[config.mk]
export PLATFORM = sky130hd
export DESIGN_NAME = axil_seg_mem
export DESIGN_NICKNAME = d
export VERILOG_FILES = /design/src/rtl/axil_seg_mem.sv
export SDC_FILE = /design/constraint.sdc
export NUM_CORES = 1
export LEC_CHECK = 0
export ABC_AREA = 0
export CAP_MARGIN = 25
export CORE_UTILIZATION = 34
export DETAILED_ROUTE_END_ITERATION = 6
export DONT_BUFFER_PORTS = 1
export GPL_TIMING_DRIVEN = 0
export REMOVE_ABC_BUFFERS = 1
export SKIP_CTS_REPAIR_TIMING = 1
export SLEW_MARGIN = 20
export SYNTH_ARGS = -nofsm -noshare
export SYNTH_HDL_FRONTEND = slang
export SYNTH_SLANG_ARGS = --single-unit
[constraint.sdc]
create_clock -name clk -period 14.1 [get_ports clk]
set_clock_uncertainty 0.1 [all_clocks]
set_input_delay 3.525 -clock clk [delete_from_list [all_inputs] [get_ports clk]]
set_output_delay 3.525 -clock clk [all_outputs]
set_load 0.03 [all_outputs]
[src/rtl/axil_seg_mem.sv]
// axil_seg_mem: AXI4-Lite register memory with independent read/write FSMs,
// a seven-segment view of the last OKAY read, and a completed-read counter.
`default_nettype none

module axil_seg_mem #(
  parameter int DATA_W = 8,
  parameter int ADDR_W = 4,
  parameter int DEPTH  = 16,
  parameter int SEG_EN = 1
) (
  input  logic              clk,
  input  logic              reset,
  input  logic              arvalid,
  output logic              arready,
  input  logic [ADDR_W-1:0] araddr,
  output logic              rvalid,
  input  logic              rready,
  output logic [DATA_W-1:0] rdata,
  output logic [1:0]        rresp,
  input  logic              awvalid,
  output logic              awready,
  input  logic [ADDR_W-1:0] awaddr,
  input  logic              wvalid,
  output logic              wready,
  input  logic [DATA_W-1:0] wdata,
  output logic              bvalid,
  input  logic              bready,
  output logic [1:0]        bresp,
  output logic [7:0]        disp,
  output logic [7:0]        rd_count
);

  localparam int            IDX_W   = (DEPTH > 1) ? $clog2(DEPTH) : 1;
  localparam logic [ADDR_W:0] C_DEPTH = (ADDR_W + 1)'(DEPTH);
  localparam logic [1:0]    C_OKAY  = 2'b00;
  localparam logic [1:0]    C_SLVERR = 2'b10;

  typedef enum logic {R_IDLE, R_DATA} rstate_t;
  typedef enum logic [1:0] {W_IDLE, W_EXEC, W_RESP} wstate_t;

  logic [DATA_W-1:0] mem_q [DEPTH];

  rstate_t           rstate_q, rstate_d;
  logic [DATA_W-1:0] rdata_q, rdata_d;
  logic [1:0]        rresp_q, rresp_d;
  logic [7:0]        disp_q, disp_d;
  logic [7:0]        rd_count_q, rd_count_d;

  wstate_t           wstate_q, wstate_d;
  logic              aw_got_q, aw_got_d;
  logic              w_got_q, w_got_d;
  logic [ADDR_W-1:0] awaddr_q, awaddr_d;
  logic [DATA_W-1:0] wdata_q, wdata_d;
  logic [1:0]        bresp_q, bresp_d;
  logic              mem_we;

  logic              ar_in_range;
  logic              aw_in_range;
  logic [7:0]        disp_val;

  assign ar_in_range = ({1'b0, araddr} < C_DEPTH);
  assign aw_in_range = ({1'b0, awaddr_q} < C_DEPTH);

  // Display image of the currently held read data
  always_comb begin
    disp_val = 8'hFF;
    if (SEG_EN != 0) begin
      case (rdata_q[3:0])
        4'h0: disp_val = 8'h03;
        4'h1: disp_val = 8'h9F;
        4'h2: disp_val = 8'h25;
        4'h3: disp_val = 8'h0D;
        4'h4: disp_val = 8'h99;
        4'h5: disp_val = 8'h49;
        4'h6: disp_val = 8'h41;
        4'h7: disp_val = 8'h1F;
        4'h8: disp_val = 8'h01;
        4'h9: disp_val = 8'h09;
        4'hA: disp_val = 8'h11;
        4'hB: disp_val = 8'hC1;
        4'hC: disp_val = 8'h63;
        4'hD: disp_val = 8'h85;
        4'hE: disp_val = 8'h61;
        default: disp_val = 8'h71;
      endcase
    end else begin
      disp_val = 8'(rdata_q);
    end
  end

  always_comb begin
    rstate_d   = rstate_q;
    rdata_d    = rdata_q;
    rresp_d    = rresp_q;
    disp_d     = disp_q;
    rd_count_d = rd_count_q;
    case (rstate_q)
      R_IDLE: begin
        if (arvalid) begin
          rdata_d  = ar_in_range ? mem_q[araddr[IDX_W-1:0]] : '0;
          rresp_d  = ar_in_range ? C_OKAY : C_SLVERR;
          rstate_d = R_DATA;
        end
      end
      default: begin
        if (rready) begin
          rstate_d   = R_IDLE;
          rd_count_d = rd_count_q + 8'd1;
          if (rresp_q == C_OKAY) disp_d = disp_val;
        end
      end
    endcase
  end

  always_ff @(posedge clk or posedge reset) begin
    if (reset) begin
      rstate_q   <= R_IDLE;
      rdata_q    <= '0;
      rresp_q    <= C_OKAY;
      disp_q     <= 8'hFF;
      rd_count_q <= 8'd0;
    end else begin
      rstate_q   <= rstate_d;
      rdata_q    <= rdata_d;
      rresp_q    <= rresp_d;
      disp_q     <= disp_d;
      rd_count_q <= rd_count_d;
    end
  end

  // AW and W are captured independently; execution starts once both are held
  always_comb begin
    wstate_d = wstate_q;
    aw_got_d = aw_got_q;
    w_got_d  = w_got_q;
    awaddr_d = awaddr_q;
    wdata_d  = wdata_q;
    bresp_d  = bresp_q;
    mem_we   = 1'b0;
    case (wstate_q)
      W_IDLE: begin
        if (awvalid && !aw_got_q) begin
          aw_got_d = 1'b1;
          awaddr_d = awaddr;
        end
        if (wvalid && !w_got_q) begin
          w_got_d = 1'b1;
          wdata_d = wdata;
        end
        if (aw_got_d && w_got_d) wstate_d = W_EXEC;
      end
      W_EXEC: begin
        mem_we   = aw_in_range;
        bresp_d  = aw_in_range ? C_OKAY : C_SLVERR;
        aw_got_d = 1'b0;
        w_got_d  = 1'b0;
        wstate_d = W_RESP;
      end
      default: begin
        if (bready) wstate_d = W_IDLE;
      end
    endcase
  end

  always_ff @(posedge clk or posedge reset) begin
    if (reset) begin
      wstate_q <= W_IDLE;
      aw_got_q <= 1'b0;
      w_got_q  <= 1'b0;
      awaddr_q <= '0;
      wdata_q  <= '0;
      bresp_q  <= C_OKAY;
    end else begin
      wstate_q <= wstate_d;
      aw_got_q <= aw_got_d;
      w_got_q  <= w_got_d;
      awaddr_q <= awaddr_d;
      wdata_q  <= wdata_d;
      bresp_q  <= bresp_d;
    end
  end

  always_ff @(posedge clk or posedge reset) begin
    if (reset) begin
      for (int i = 0; i < DEPTH; i++) mem_q[i] <= DATA_W'(i);
    end else if (mem_we) begin
      mem_q[awaddr_q[IDX_W-1:0]] <= wdata_q;
    end
  end

  assign arready  = (rstate_q == R_IDLE);
  assign rvalid   = (rstate_q == R_DATA);
  assign rdata    = rdata_q;
  assign rresp    = rresp_q;
  assign awready  = (wstate_q == W_IDLE) && !aw_got_q;
  assign wready   = (wstate_q == W_IDLE) && !w_got_q;
  assign bvalid   = (wstate_q == W_RESP);
  assign bresp    = bresp_q;
  assign disp     = disp_q;
  assign rd_count = rd_count_q;

endmodule

`default_nettype wire
==> results.sh, run 1 <==
export IMPL_outcome="finished, final reports clean"
export IMPL_hold_viol=0
export IMPL_hold_path_class="register to register"
export IMPL_drt_iter0_drc=235
export IMPL_cts_max_path_buffers=2
export IMPL_synth_simple_gate_area_share_pct=8.25
export IMPL_synth_area_leaders="dfrtp_1 (41%), mux2_2 (20%), dfstp_2 (13%)"
export IMPL_gp_congestion=0.782
export IMPL_cts_buffers=17
export IMPL_antenna_cells=0
export IMPL_synth_seq_cells=168
export IMPL_synth_compound_area_share_pct=3.97
export IMPL_drtAntennaViolNets=0
export IMPL_postLayoutCoreUtil_pct=38.4
export IMPL_nets=619
export IMPL_yosys_cell_types_count=43
export IMPL_synth_top_family_by_area="multiplexers"
export IMPL_synth_main_ff_cell="dfrtp_1"
export IMPL_overflow=0
export IMPL_endpoint_kind="output port"
export IMPL_die_x_um=154
export IMPL_cts_root_buf="clkbuf_16"
export IMPL_die_area_um2=23800
export IMPL_syn2layout_area_growth_pct=10.7
export IMPL_synth_xor_area_share_pct=0.778
export IMPL_cts_tree="yes"
export IMPL_crit_path_max_fanout=7
export IMPL_first_global_vias=4960
export IMPL_cp_num_buf_inv=0
export IMPL_worst_slack_ns=8.76
export IMPL_finalCritPeriodShare_pct=37.9
export IMPL_layout_cells_non_filler=886
export IMPL_synth_edf_count=0
export IMPL_yosysMostFrequentCell="mux2_2"
export IMPL_vias=4595
export IMPL_cts_sinks=168
export IMPL_relSlewSlack_pct=35.0
export IMPL_clk_insertion_delay_late_ns=0.42
export IMPL_start_util_pct=34.7
export IMPL_ir_drop_v=0.000123
export IMPL_core_area_um2=22700
export IMPL_place_ws_ns=9.06
export IMPL_place_area_um2=8090
export IMPL_synthAdderAreaFrac_pct=1.27
export IMPL_grt_use_total_pct=15.2
export IMPL_fin_area_um2=8730
export IMPL_n_fill_cell=2152
export IMPL_path_cells="nor3_1"
export IMPL_drive_gt1_share_pct=38.8
export IMPL_wl_per_cell_um=19.1
export IMPL_cp_start_kind="register"
export IMPL_leakagePower_nw=3.98
export IMPL_multi_input_area_um2=3420
export IMPL_worst_path_largest_cell_delay_ns=0.82
export IMPL_seqCellArea_um2=4250
export IMPL_tightest_slew_ns=0.967
export IMPL_cp_slowest_cell="nor3_1"
export IMPL_muxShareOfSynthArea_pct=28.8
export IMPL_grt_antenna_before_repair=0
export IMPL_viasPerCell=5.19
export IMPL_drv_slew=0
export IMPL_synth_seq_area_share_pct=53.9
export IMPL_routed_wl_mm=17.0
export IMPL_io_buffers=0
export IMPL_grt_pass1_wl_mm=27.5
export IMPL_clock_fmax_mhz=187
export IMPL_period_needed_ns=5.34
export IMPL_clkSlewWorstSetupHoldPaths_ns=0.07
export IMPL_dpl_cell_count=854
export IMPL_crit_family="simple AND/OR/NAND/NOR gates"
export IMPL_cts_htree_levels=4
export IMPL_synth_area_per_cell_um2=13.1
export IMPL_maxCapViolCount=0
export IMPL_drt_first_pass_iters=4
export IMPL_netlist_area_um2=7890
export IMPL_drc=0
export IMPL_p_per_area_nw_per_um2=213
export IMPL_setup_viol=0
export IMPL_path_class="register to output port"
export IMPL_dpl_hpwl_mm=11.3
export IMPL_grt_max_degree=87
export IMPL_yosysTopAreaCell="dfrtp_1"
export IMPL_rows=55
export IMPL_yosysWarnings=0
export IMPL_tns_ns=0
export IMPL_arrival_ns=1.72
export IMPL_boundaryPins=56
export IMPL_finalPower_mw=1.86
export IMPL_die_height_um=154
export IMPL_cp_required_ns=10.47
export IMPL_whs_ns=0.402
export IMPL_synth_common_cells="mux2_2 (142), dfrtp_1 (129), mux2i_1 (65), dfstp_2 (39), nand2_1 (38)"
export IMPL_async_flop_share_pct=100
export IMPL_synth_top_area_share_pct=40.9
export IMPL_grt_setup_unrepaired="no"
export IMPL_synth_cells=604
-- cells by family after synthesis --
family,after synthesis
adder cells (fa/ha/maj),8
flip-flops,168
multiplexers,208
AO/OA/AOI/OAI,47
XOR/XNOR,7
AND/OR/NAND/NOR,118
buffers and inverters,46
other,2
-- state kept, by name (all words and copies together) (netlist names) --
register	cells
aw_got_q	1
awaddr_q	4
disp	7
mem_q	128
rd_count	8
rdata	8
rvalid	1
w_got_q	1
wdata_q	8
wstate_q	2
-- layout by cell type, fill, tap and decap left out, types with 4 or more instances in the layout --
master,instances
nor3_1,5
mux2_2,142
dfstp_2,39
conb_1,5
mux2i_1,65
nand2b_1,5
xnor2_1,4
nand3_1,22
nor2_1,13
nand4_1,5
inv_1,6
nand2_2,6
dfrtp_1,129
nand2_1,38
a21oi_1,11
o21ai_0,6
bufinv_16,4
nor2b_1,4
a22oi_1,24
ha_1,8
clkbuf_16,17
-- per-layer routing --
layer	vias up	share of wire [%]	GRT usage (%)
met4	0	0.95	4.10
met2	84	48	24.7
met5	-	0	0
li1	2113	-	-
met3	12	3.9	3.59
met1	2386	47	20.4
-- where the power goes --
part	switching (mW)	internal [mW]
logic	0.171	0.227
clock network	0.194	0.303
registers	0.253	0.707
total	0.619	1.24
-- worst register-to-register path, cell delays in order, from the launching register on --
cell     delay [ns]
dfrtp_1        0.47
nor3_1         0.81
and2_1         0.46
mux2_2         0.38
-- final cells by class --
class,count,share of cell area (%)
flip-flops and latches,168,48.7
multi-input cells,393,39.2
clock buffers,19,5.07
well taps,285,4.09
clock inverters,13,2.19
inverters,7,0.387
repair buffers,1,0.315
-- final timing paths --
path | start | end | slack, ns | depth (start not counted)
max | wstate_q[0] | awready | 8.76 | 1
min | mem_q[60] | mem_q[60] | 0.40 | 1
max reg2reg | wstate_q[0] | wdata_q[5] | 11.75 | 3
min reg2reg | mem_q[60] | mem_q[60] | 0.40 | 1
max in group asynchronous | reset | mem_q[26] | 10.11 | 2
min in group asynchronous | reset | mem_q[108] | 2.94 | 1
No activity file was read; power rests on OpenSTA's default activity.
==> inputs of run 2 (changes only) <==
clock period = 4.5 ns   (was 14.1 ns; I/O delays follow)
==> results of run 2 <==
Same layout as run 1 (identical final DEF). Status: finished, final reports clean.
Main changes from that run: setup slack after placement 9.06 ns -> 1.86 ns; setup slack after layout 8.76 ns -> 1.56 ns; register-to-register setup slack 11.75 ns -> 2.15 ns; total power 1.86 mW -> 5.81 mW; worst IR drop on VDD 0.000123 V -> 0.000385 V
